File: src/rtl/ioblock_cfg_writer_if.sv
// Host-side byte stream into the ioblock configuration writer.
// The host is the master; the writer is the slave.
interface ioblock_cfg_writer_if;
  logic [7:0] S_DATA;
  logic       S_VALID;
  logic       S_READY;

  modport master (output S_DATA, output S_VALID, input S_READY);
  modport slave  (input S_DATA, input S_VALID, output S_READY);
endinterface

File: src/rtl/ioblock_cfg_writer.sv
// Configuration writer for the ioblock daisy chain. It collects a frame from the
// host byte stream, shifts it in, re-shifts it to verify, then commits it with a latch strobe.
module ioblock_cfg_writer #(
  parameter int NUM_IOB      = 8,
  parameter int BITS_PER_IOB = 3
) (
  input  logic                IOCLK,
  input  logic                RSTN,
  ioblock_cfg_writer_if.slave host,
  output logic                CFG_SDO,
  output logic                CFG_SEN,
  input  logic                CFG_SDI,
  output logic                CFG_LATCH,
  output logic                BUSY,
  output logic                DONE,
  output logic                ERR
);
  localparam int FRAME_BITS  = NUM_IOB * BITS_PER_IOB;
  localparam int FRAME_BYTES = (FRAME_BITS + 7) / 8;
  localparam int BIT_W       = (FRAME_BITS > 1) ? $clog2(FRAME_BITS) : 1;
  localparam int BYTE_W      = $clog2(FRAME_BYTES + 1);
  localparam logic [BIT_W-1:0]  LAST_BIT  = BIT_W'(FRAME_BITS - 1);
  localparam logic [BYTE_W-1:0] LAST_BYTE = BYTE_W'(FRAME_BYTES - 1);

  typedef enum logic [2:0] {IDLE, LOAD, SHIFT1, SHIFT2, LATCH} stateT;

  stateT                 state;
  stateT                 nextState;
  logic                  armed;
  logic [BYTE_W-1:0]     byteCnt;
  logic [BYTE_W-1:0]     writeSel;
  logic [BIT_W-1:0]      bitIdx;
  logic [FRAME_BITS-1:0] frameBuf;
  logic                  errReg;
  logic                  sReady;
  logic                  accept;
  logic                  curBit;

  assign accept   = host.S_VALID & sReady;
  assign writeSel = (state == IDLE) ? '0 : byteCnt;
  assign curBit   = frameBuf[bitIdx];

  always_ff @(posedge IOCLK or negedge RSTN) begin
    if (!RSTN) begin
      state <= IDLE;
    end else begin
      state <= nextState;
    end
  end

  // Outputs are decoded from the state. S_READY stays low until the first
  // clock after reset release, so nothing is accepted while reset is active.
  always_comb begin
    nextState = state;
    sReady    = 1'b0;
    CFG_SEN   = 1'b0;
    CFG_SDO   = 1'b0;
    CFG_LATCH = 1'b0;
    DONE      = 1'b0;
    BUSY      = 1'b1;
    case (state)
      IDLE: begin
        BUSY   = 1'b0;
        sReady = armed;
        if (accept) begin
          nextState = (FRAME_BYTES == 1) ? SHIFT1 : LOAD;
        end
      end
      LOAD: begin
        sReady = 1'b1;
        if (accept && (byteCnt == LAST_BYTE)) begin
          nextState = SHIFT1;
        end
      end
      SHIFT1: begin
        CFG_SEN = 1'b1;
        CFG_SDO = curBit;
        if (bitIdx == '0) begin
          nextState = SHIFT2;
        end
      end
      SHIFT2: begin
        CFG_SEN = 1'b1;
        CFG_SDO = curBit;
        if (bitIdx == '0) begin
          nextState = LATCH;
        end
      end
      LATCH: begin
        DONE      = 1'b1;
        CFG_LATCH = ~errReg;
        nextState = IDLE;
      end
      default: begin
        nextState = IDLE;
      end
    endcase
  end

  assign host.S_READY = sReady;
  assign ERR          = errReg;

  // Frame capture, byte counting, and readiness after reset.
  // Padding bits beyond the chain length are never stored.
  always_ff @(posedge IOCLK or negedge RSTN) begin
    if (!RSTN) begin
      armed    <= 1'b0;
      byteCnt  <= '0;
      frameBuf <= '0;
    end else begin
      armed <= 1'b1;
      if (accept) begin
        byteCnt <= writeSel + 1'b1;
        for (int k = 0; k < FRAME_BITS; k++) begin
          if (writeSel == BYTE_W'(k / 8)) begin
            frameBuf[k] <= host.S_DATA[k % 8];
          end
        end
      end
    end
  end

  // The bit index walks MSB to LSB in each pass and is explicitly reloaded at
  // every pass boundary, so both passes send the identical sequence.
  always_ff @(posedge IOCLK or negedge RSTN) begin
    if (!RSTN) begin
      bitIdx <= '0;
    end else begin
      case (state)
        SHIFT1:  bitIdx <= (bitIdx == '0) ? LAST_BIT : bitIdx - 1'b1;
        SHIFT2:  bitIdx <= (bitIdx == '0) ? '0 : bitIdx - 1'b1;
        default: if (nextState == SHIFT1) bitIdx <= LAST_BIT;
      endcase
    end
  end

  // ERR is sticky from the first verify mismatch until the next frame starts.
  always_ff @(posedge IOCLK or negedge RSTN) begin
    if (!RSTN) begin
      errReg <= 1'b0;
    end else if (accept && (state == IDLE)) begin
      errReg <= 1'b0;
    end else if ((state == SHIFT2) && (CFG_SDI != curBit)) begin
      errReg <= 1'b1;
    end
  end

  assert property (@(posedge IOCLK) disable iff (!RSTN)
    CFG_SEN |-> ((state == SHIFT1) || (state == SHIFT2)));
  assert property (@(posedge IOCLK) disable iff (!RSTN) !CFG_SEN |-> !CFG_SDO);
  assert property (@(posedge IOCLK) disable iff (!RSTN) CFG_LATCH |-> DONE);

endmodule

File: src/flat_wrapper.sv
// flat-port wrapper written by rule: the top's interface ports become plain ports
module ioblock_cfg_writer_flat 
#(
  parameter int NUM_IOB      = 8,
  parameter int BITS_PER_IOB = 3
)
  (IOCLK, RSTN, CFG_SDO, CFG_SEN, CFG_SDI, CFG_LATCH, BUSY, DONE, ERR, host_S_DATA, host_S_VALID, host_S_READY);
  ioblock_cfg_writer_if host_i ();
  input  logic IOCLK;
  input  logic RSTN;
  output logic CFG_SDO;
  output logic CFG_SEN;
  input  logic CFG_SDI;
  output logic CFG_LATCH;
  output logic BUSY;
  output logic DONE;
  output logic ERR;
  input wire logic [$bits(host_i.S_DATA)-1:0] host_S_DATA;
  input wire logic [$bits(host_i.S_VALID)-1:0] host_S_VALID;
  output wire logic [$bits(host_i.S_READY)-1:0] host_S_READY;
  assign host_i.S_DATA = host_S_DATA;
  assign host_i.S_VALID = host_S_VALID;
  assign host_S_READY = host_i.S_READY;
  ioblock_cfg_writer #(.NUM_IOB(NUM_IOB), .BITS_PER_IOB(BITS_PER_IOB)) u_core (.IOCLK(IOCLK), .RSTN(RSTN), .host(host_i), .CFG_SDO(CFG_SDO), .CFG_SEN(CFG_SEN), .CFG_SDI(CFG_SDI), .CFG_LATCH(CFG_LATCH), .BUSY(BUSY), .DONE(DONE), .ERR(ERR));
endmodule
File: config.mk
export PLATFORM = sky130hd
export DESIGN_NAME = ioblock_cfg_writer_flat
export DESIGN_NICKNAME = d
export VERILOG_FILES = /design/src/rtl/ioblock_cfg_writer_if.sv /design/src/rtl/ioblock_cfg_writer.sv /design/src/flat_wrapper.sv
export SDC_FILE = /design/constraint.sdc
export NUM_CORES = 1
export LEC_CHECK = 0
export CORE_MARGIN = 2
export CORE_UTILIZATION = 25
export CTS_BUF_LIST = sky130_fd_sc_hd__clkbuf_4
export CTS_CLUSTER_DIAMETER = 50
export CTS_CLUSTER_SIZE = 14
export DETAILED_ROUTE_END_ITERATION = 16
export GPL_TIMING_DRIVEN = 0
export PLACE_DENSITY_LB_ADDON = 0.1
export SYNTH_ARGS = -nofsm -noshare
export SYNTH_HDL_FRONTEND = slang
export SYNTH_SLANG_ARGS = --single-unit
export TNS_END_PERCENT = 5
File: constraint.sdc
create_clock -name IOCLK -period 1.94 [get_ports IOCLK]
set_clock_uncertainty 0.05 [all_clocks]
set_input_delay 0.194 -clock IOCLK [delete_from_list [all_inputs] [get_ports IOCLK]]
set_output_delay 0.194 -clock IOCLK [all_outputs]
set_load 0.05 [all_outputs]
Yosys cells after proc, flatten, opt, wreduce, memory -nomap -nowiden
Index checks and enable logic that the tools add are counted.

storage, ports and cells
  register bits = 36
  output and inout bits = 7

cells by class
  $add $sub $neg = 2
  order comparisons = 1
  eq/ne operators = 9
  muxes and demuxes = 20
  bitwise logic cells = 2
  reductions and logical operators = 12

operators by type and width
  operator               number
  $mux W5                3
  $mux W3                4
  $pmux W3 S4            1
  $pmux W5 S2            1
  $eq A3 B2 Y1 const B   3
  $mux W1                8
  $lt A5 B6 Y1 const B   1
  $reduce_and A2 Y1      3
  $bmux W1 S5            1
  $logic_not A5 Y1       1
  $sub A5 B1 Y5 const B  1
  $eq A2 B2 Y1 const B   2
  $eq A3 B1 Y1 const B   1
  $eq A3 B3 Y1 const B   1
  $logic_and A1 B1 Y1    3
  $logic_not A3 Y1       1
  $reduce_bool A3 Y1     1
  $add A2 B1 Y2 const B  1
  $eq A2 B1 Y1 const B   1
  $logic_not A2 Y1       1
  $mux W2                1
  $pmux W1 S2            1
  $reduce_bool A2 Y1     1
  $reduce_or A2 Y1       1
  other kinds (3)        3

Longest topological paths before layout
Gate-level depths: netlist of run 1.

  depth in word-level cells = 9
  gate-level depth with buffers = 9
  gate-level depth less buffers = 7

Worst setup path after synthesis of run 1
No wires, ideal clock.

  path type = reg-to-output
  start = register u_core.state[1]
  end = output CFG_LATCH
  data arrival time = 2.537 ns
  required time = 1.696 ns
  path slack = -0.841 ns
  stages on the path, launching flop included = 4
  path buffers = 1
  cell sequence = dfrtp_1 clkbuf_1 nor3b_1 nor2b_1

between the ends
  cells in the longest elaborated chain, start to end = 2

ends and longest elaborated chain
  item                    line                      source
  from (decl)             ioblock_cfg_writer.sv:27  stateT state;
  from (signal assigned)  ioblock_cfg_writer.sv:47  state <= nextState;
  $eq A3 B3 Y1            ioblock_cfg_writer.sv:61  case (state)
  $mux W1                 ioblock_cfg_writer.sv:61
  to (decl)               flat_wrapper.sv:14        output logic CFG_LATCH;

No other way between the ends.

Final worst setup path of run 1
  start = register u_core.bitIdx[0]
  end = output CFG_SDO

between the ends
  cells in the longest elaborated chain, start to end = 3

ends and longest elaborated chain
  item                           line                       source
  from (decl)                    ioblock_cfg_writer.sv:32   logic [BIT_W-1:0] bitIdx;
  from (signal assigned)         ioblock_cfg_writer.sv:130  SHIFT1: bitIdx <= (bitIdx == '0) ? LAST_BIT : bitIdx - 1'b1;
  from (signal assigned)         ioblock_cfg_writer.sv:131  SHIFT2: bitIdx <= (bitIdx == '0) ? '0 : bitIdx - 1'b1;
  $bmux W1 S5                    ioblock_cfg_writer.sv:41   assign curBit = frameBuf[bitIdx];
  $mux W1 (implied by the code)  ioblock_cfg_writer.sv:41
  $mux W1                        ioblock_cfg_writer.sv:61
  to (decl)                      flat_wrapper.sv:11         output logic CFG_SDO;

No other way between the ends. The select of a mux whose other input is x is not followed.

==> run_results.csv, run 1 <==
group,metric,value,unit
yosys,ys_ff_latch,36,
floorplanning,rows,31,
timing,final_hold_viol_count,0,
clock_network,numCtsBuffers,5,
floorplanning,die_area,0.008007,mm^2
timing,worst_pin_slew,812.8,ps
run,drv_cap,0,
detailed_routing,drt_iter0_drc,75,
global_routing,grt_pass1_wl,6782,um
worst_setup_path,crit_type,"flop to output pin",
timing,layout_min_cycle_time,2216,ps
yosys,synth-seq-area-share,0.4932,
global_routing,grt_max_degree,37,
clock_network,cts_tree,"yes",
floorplanning,fp.dieH,89.48,um
floorplanning,initial_core_util,0.2546,
worst_setup_path,cp.arrival,1970,ps
timing,fmax,0.4513,GHz
global_routing,grt_pass1_vias,1370,
global_routing,track_usage,0.1148,
status,status,"complete, but fails checks",
layout,fin_util,0.3369,
yosys,synth-edff-count,0,
layout,finalInstanceArea,0.002417,mm^2
detailed_routing,antenna_left,0,
worst_setup_path,critPathMaxStageDelay,520,ps
clock_network,cts_root_buf,"clkbuf_4",
layout,area.growth.synth_to_final,32.33,%
timing,slew_viol_final,0,
timing,fin_crit_sh,1.142,
power,peakVddDrop,0.4885,mV
layout,final_nets,203,
worst_setup_path,worstSetupStartpointType,"flop",
power,p_per_area,1613,mW/mm^2
detailed_routing,totalWireLength,4087,um
power,power_leakage,0.001044,uW
place,postPlaceCellArea,0.002152,mm^2
clock_network,h-tree-depth,2,
floorplanning,coreArea,0.007176,mm^2
detailed_routing,drc,0,
place,gp_congestion,0.7220,
yosys,synth_flop_cell,"dfrtp_1",
detailed_routing,avgRoutedWirePerCell,14.29,um
place,portBuffers,18,
floorplanning,io_pins,19,
detailed_routing,vias,1284,
worst_setup_path,worstPathCellList,"buf_6, mux4_2, mux2i_2, nor3b_2, nor3_2, nor2_2, buf_6",
global_routing,gr-total-overflow,0,
clock_network,clk_path_buf_depth,2,
timing,slew_headroom,0.4581,
yosys,syn-instance-count,157,
layout,n_fill_cell,729,
global_routing,antenna_found_initial,0,
yosys,synth_area,0.001827,mm^2
yosys,async_flop_share,1.000,
yosys,yosysWarnings,0,
yosys,yosysUniqueCellTypes,39,
worst_hold_path,worst_hold_path_type,"input pin to async pin",
timing,rsz0062_at_grt,"true",
status,violations,"setup timing",
power,finalPower,3898,uW
clock_network,clock-sinks,36,
worst_setup_path,cp.required,1700,ps
floorplanning,die_width,89.48,um
place,place_hpwl,2961,um
worst_setup_path,cp_common_cell,"buf_6",
timing,final.setup.tns,-519.5,ps
detailed_routing,firstDrtPassIters,4,
timing,setup_ws,-276.0,ps
worst_setup_path,cp_max_fo,5,
timing,finalSetupViolCount,3,
worst_setup_path,cpMaxStageDelayCell,"mux4_2",
yosys,synth.avg_cell_area,11.64,um^2
worst_setup_path,endpoint_kind,"output pin",
timing,hold-worst-slack,417.9,ps
clock_network,clk_latency,340,ps
clock_network,clk_pin_slew_worst_paths,110,ps
layout,layout-drive-gt1-share,0.4064,
layout,antenna_cells,0,
detailed_routing,viasPerCell,4.490,
yosys,synth_fp_nets,174,
## what timing repair did
item	in CTS	in global routing
endpoints found under the setup margin	38	37
buffers inserted	1	2
resized for setup	40	27
pin swaps	3	3
hold buffers	1	0
hold endpoints to repair	36	0
## cell usage after synthesis, types with 2 or more instances
master,number,area [um^2]
buf_2,2,10.01
nor2_1,11,41.29
and3_1,2,12.51
nor3_1,3,15.01
a211oi_1,3,22.52
nand2_1,12,45.04
a22oi_1,2,15.01
a21oi_1,6,30.03
nor2b_1,3,18.77
inv_1,7,26.28
mux2i_1,9,90.09
and2_1,2,12.51
nand2b_1,2,12.51
dfrtp_1,36,900.9
ha_1,5,62.56
o22a_1,3,26.28
o21ai_0,2,10.01
clkbuf_1,2,7.510
mux2_2,24,270.3
nor3b_1,2,15.01
## path summary, 6_finish.rpt
check                                    start                  end  slack (ps)  depth (start not counted)
max                           u_core.bitIdx[0]              CFG_SDO        -280                          7
min                                       RSTN         u_core.armed         420                          2
max reg2reg                   u_core.bitIdx[0]           u_core.ERR        -190                          8
min reg2reg                u_core.frameBuf[16]  u_core.frameBuf[16]         460                          1
max in group asynchronous                 RSTN  u_core.frameBuf[23]         910                          2
min in group IOCLK         u_core.frameBuf[16]  u_core.frameBuf[16]         460                          1
## through the flow
stage,setup WS [ps],std cells
global placement,-656.3,274
CTS,-323.1,284
finish,-276.0,286
floorplan,-205.1,157
global route,-403.7,286
detailed placement,-647.4,274
## cell type report
type	instances	area (um^2)	area share
Buffer	6	58.81	0.02433
Clock buffer	6	45.04	0.01863
Clock inverter	2	35.03	0.01449
Inverter	7	26.28	0.01087
Multi-Input combinational cell	108	1033	0.4275
Sequential cell	36	900.9	0.3727
Tap cell	99	123.9	0.05124
Timing Repair Buffer	22	193.9	0.08023
## per-layer routing
layer,part of all wire,wire length [um],GRT usage
met1,0.49,1996,0.1473
met2,0.46,1894,0.1811
met3,0.033,133,0.03232
met4,0.015,62,0.04885
met5,0,0,0
## critical path: cells and delay by family (launching register included)
kind	cells	cell delay, ps
flops	1	360
buf+inv	2	290
simple gates	3	290
mux	2	700
## cells by family after synthesis
logic type               after synthesis  share of synthesized area
buffers and inverters                 13                    0.03425
AND/OR/NAND/NOR                       43                     0.1199
adder cells (fa/ha/maj)                5                    0.03425
multiplexers                          35                     0.2240
AO/OA/AOI/OAI                         24                    0.09248
flip-flops                            36                     0.4931
other                                  1                   0.002053
## state kept, by name, indices dropped and copies added (netlist names)
register	flops
u_core.ERR	1
u_core.armed	1
u_core.bitIdx	5
u_core.byteCnt	2
u_core.frameBuf	24
u_core.state	3
## where the power goes
group          total, uW  switching [uW]  internal (uW)
logic               2010             984           1030
registers           1350             259           1090
clock network        539             255            284
total               3900            1500           2400
## cell usage in the layout, fill, tap and decap left out, types with 2 or more instances in the layout
| master | n |
|---|---|
| dfrtp_1 | 36 |
| mux2_2 | 21 |
| clkdlybuf4s50_1 | 11 |
| nor2_1 | 10 |
| nand2_1 | 6 |
| clkbuf_4 | 6 |
| nand2_4 | 5 |
| inv_1 | 5 |
| a21oi_1 | 5 |
| buf_4 | 4 |
| mux2i_2 | 4 |
| mux2i_1 | 4 |
| buf_2 | 3 |
| clkbuf_2 | 3 |
| a211oi_1 | 3 |
| o22a_1 | 3 |
| mux2_4 | 3 |
| ha_1 | 3 |
| buf_8 | 2 |
| inv_2 | 2 |
| nand2b_1 | 2 |
| buf_6 | 2 |
| nor3b_2 | 2 |
| mux4_2 | 2 |
| nor2b_1 | 2 |
| a22oi_1 | 2 |
| o21ai_0 | 2 |
No activity file was read; power rests on OpenSTA's default activity.
==> run 2: changes to the inputs <==
- CAP_MARGIN: unset -> 20
- PLACE_DENSITY: unset -> 0.47
- PLACE_DENSITY_LB_ADDON: 0.1 -> unset
- SETUP_SLACK_MARGIN: unset -> 0.02
==> run 2 against run 1 <==
The run still ends with setup timing left. Cell area is 5.1% lower. Clock power shrank 28%. Critical path depth did not move. Non-clock buffer count fell by 2. Sequential cell count did not move. First-iteration DRC count is 19% lower. Critical endpoint unchanged.
==> run_results.csv, run 2 (synthesized netlist as in run 1, its figures left out) <==
group,metric,value,unit
detailed_routing,drt_iter0_drc,61,
layout,top_register,"u_core.frameBuf",
detailed_routing,viasPerCell,4.447,
clock_network,numCtsBuffers,5,
layout,final_cell_mix,"35 x dfrtp_1, 24 x mux2_2, 11 x clkdlybuf4s50_1",
detailed_routing,met3_length,146,um
power,peakVddDrop,0.4072,mV
clock_network,h-tree-depth,2,
floorplanning,die_area,0.008007,mm^2
layout,fin_util,0.3198,
power,comb_power_share,0.509,
detailed_routing,firstDrtPassIters,4,
clock_network,cts_tree,"yes",
power,switching_share,0.3966,
power,pwr-share-clk,0.112,
detailed_routing,wl_met1,2067,um
timing,worst_pin_slew,838.8,ps
worst_setup_path,crit_type,"flop to output pin",
clock_network,clk_path_buf_depth,2,
layout,final_nets,201,
timing,layout_min_cycle_time,2216,ps
place,gp_congestion,0.8025,
timing,fmax,0.4513,GHz
power,p_switching,1379,uW
global_routing,gr-total-overflow,0,
worst_setup_path,worstSetupStartpointType,"flop",
clock_network,cts_root_buf,"clkbuf_4",
detailed_routing,avgRoutedWirePerCell,14.19,um
timing,slew_headroom,0.4408,
floorplanning,coreArea,0.007176,mm^2
worst_setup_path,endpoint_kind,"output pin",
timing,finalSetupViolCount,13,
worst_hold_path,worst_hold_path_type,"input pin to async pin",
layout,antenna_cells,0,
global_routing,antenna_found_initial,0,
place,portBuffers,18,
clock_network,clk_latency,340,ps
global_routing,grt_pass1_vias,1316,
power,p_per_area,1515,mW/mm^2
global_routing,track_usage,0.1123,
detailed_routing,antenna_left,0,
worst_setup_path,critPathMaxStageDelay,510,ps
detailed_routing,totalWireLength,4029,um
layout,layout-drive-gt1-share,0.3351,
timing,fin_crit_sh,1.142,
status,violations,"setup timing",
floorplanning,fp.dieH,89.48,um
global_routing,grt_max_degree,37,
power,finalPower,3477,uW
place,place_hpwl,2842,um
layout,largest_registers,"u_core.frameBuf: 24 flops, u_core.bitIdx: 5 flops, u_core.state: 3 flops",
floorplanning,rows,31,
layout,final_common_cell,"dfrtp_1",
floorplanning,initial_core_util,0.2546,
floorplanning,die_width,89.48,um
detailed_routing,dr_wl_met2,1785,um
worst_setup_path,cpMaxStageDelayCell,"mux4_2",
detailed_routing,drc,0,
worst_setup_path,cp.arrival,1970,ps
worst_setup_path,worstPathCellList,"buf_6, mux4_2, mux2i_1, nor3b_2, nor3_2, nor2_2, buf_6",
worst_setup_path,cp.required,1700,ps
layout,area.growth.synth_to_final,25.62,%
layout,largest_reg_flops,24,
power,p_int,2098,uW
power,seqPwrFrac,0.379,
timing,slew_viol_final,0,
timing,hold-worst-slack,420.9,ps
timing,rsz0062_at_grt,"true",
timing,final.setup.tns,-1269,ps
clock_network,clk_pin_slew_worst_paths,120,ps
status,status,"complete, but fails checks",
global_routing,grt_pass1_wl,6713,um
detailed_routing,top_layer_used,"met4",
timing,setup_ws,-275.7,ps
detailed_routing,vias,1263,
timing,final_hold_viol_count,0,
run,drv_cap,0,
clock_network,clock-sinks,36,
power,power_leakage,0.001022,uW
floorplanning,io_pins,19,
worst_setup_path,cp_common_cell,"buf_6",
worst_setup_path,cp_max_fo,5,
==> run 2: cell types whose count changed in the layout (fill, tap and decap cells not counted), moves of 2 or more <==
cell,delta
mux2i_2,-3
mux2_2,+3
inv_1,+2
mux2_4,-3
inv_2,-2
clkbuf_2,-2
buf_8,-2
ha_1,+2
buf_4,-2
mux2i_1,+4
nand2_2,+2
==> run 2: worst paths after layout <==
check | startpoint | to | slack, ps | depth (start not counted)
max in group asynchronous | RSTN | u_core.state[0] | 850 | 2
hold / removal | RSTN | u_core.armed | 420 | 2
hold reg to reg | u_core.frameBuf[3] | u_core.frameBuf[3] | 460 | 1
min in group IOCLK | u_core.frameBuf[3] | u_core.frameBuf[3] | 460 | 1
setup / recovery | u_core.bitIdx[0] | CFG_SDO | -280 | 7
setup reg to reg | u_core.bitIdx[0] | u_core.bitIdx[2] | -190 | 8
==> run 2: critical path: cells and delay by family, from the launching register on <==
kind	cells	cell delay (ps)
muxes	2	710
DFF	1	360
buffers and inverters	2	300
and+or+nand+nor	3	280
==> run 2: final cells by class <==
type | count | area [um^2]
fill | 746 | 4881
tap | 99 | 123.9
buffer | 6 | 62.56
sequential | 36 | 902.1
inverter | 7 | 26.28
multi-input combinational | 108 | 935.9
timing repair buffer | 20 | 192.7
clock buffer | 5 | 37.54
clock inverter | 3 | 13.76
==> run 2: repair_timing <==
item / in CTS / in global routing
hold buffers: 1 / 0
endpoints found under the hold margin: 36 / 0
endpoints found under the setup margin: 38 / 31
buffers inserted: 0 / 1
gates resized for setup: 38 / 6
cloned: 0 / 0
pin swaps: 2 / 2
==> run 2: per-layer routing <==
layer	up-vias	track usage
met2	18	0.1758
li1	617	-
met3	2	0.03416
met1	626	0.1502
met4	0	0.03256
met5	-	0
==> run 2: power by group through the flow <==
stage               logic (uW)  registers [uW]  clock network, uW
global route              1970            1360                447
global placement          1620            1310                  0
floorplan                 1270            1250                  0
finish                    1770            1320                390
detailed placement        1640            1320                  0
CTS                       1770            1310                407
==> run 2: stage by stage <==
step / instances / setup WS (ps) / area [um^2]
global route: 284 / -396.1 / 2295
CTS: 283 / -312.5 / 2271
finish: 284 / -275.7 / 2295
floorplan: 157 / -154.3 / 1858
detailed placement: 274 / -652.4 / 2157
global placement: 274 / -666.4 / 2162
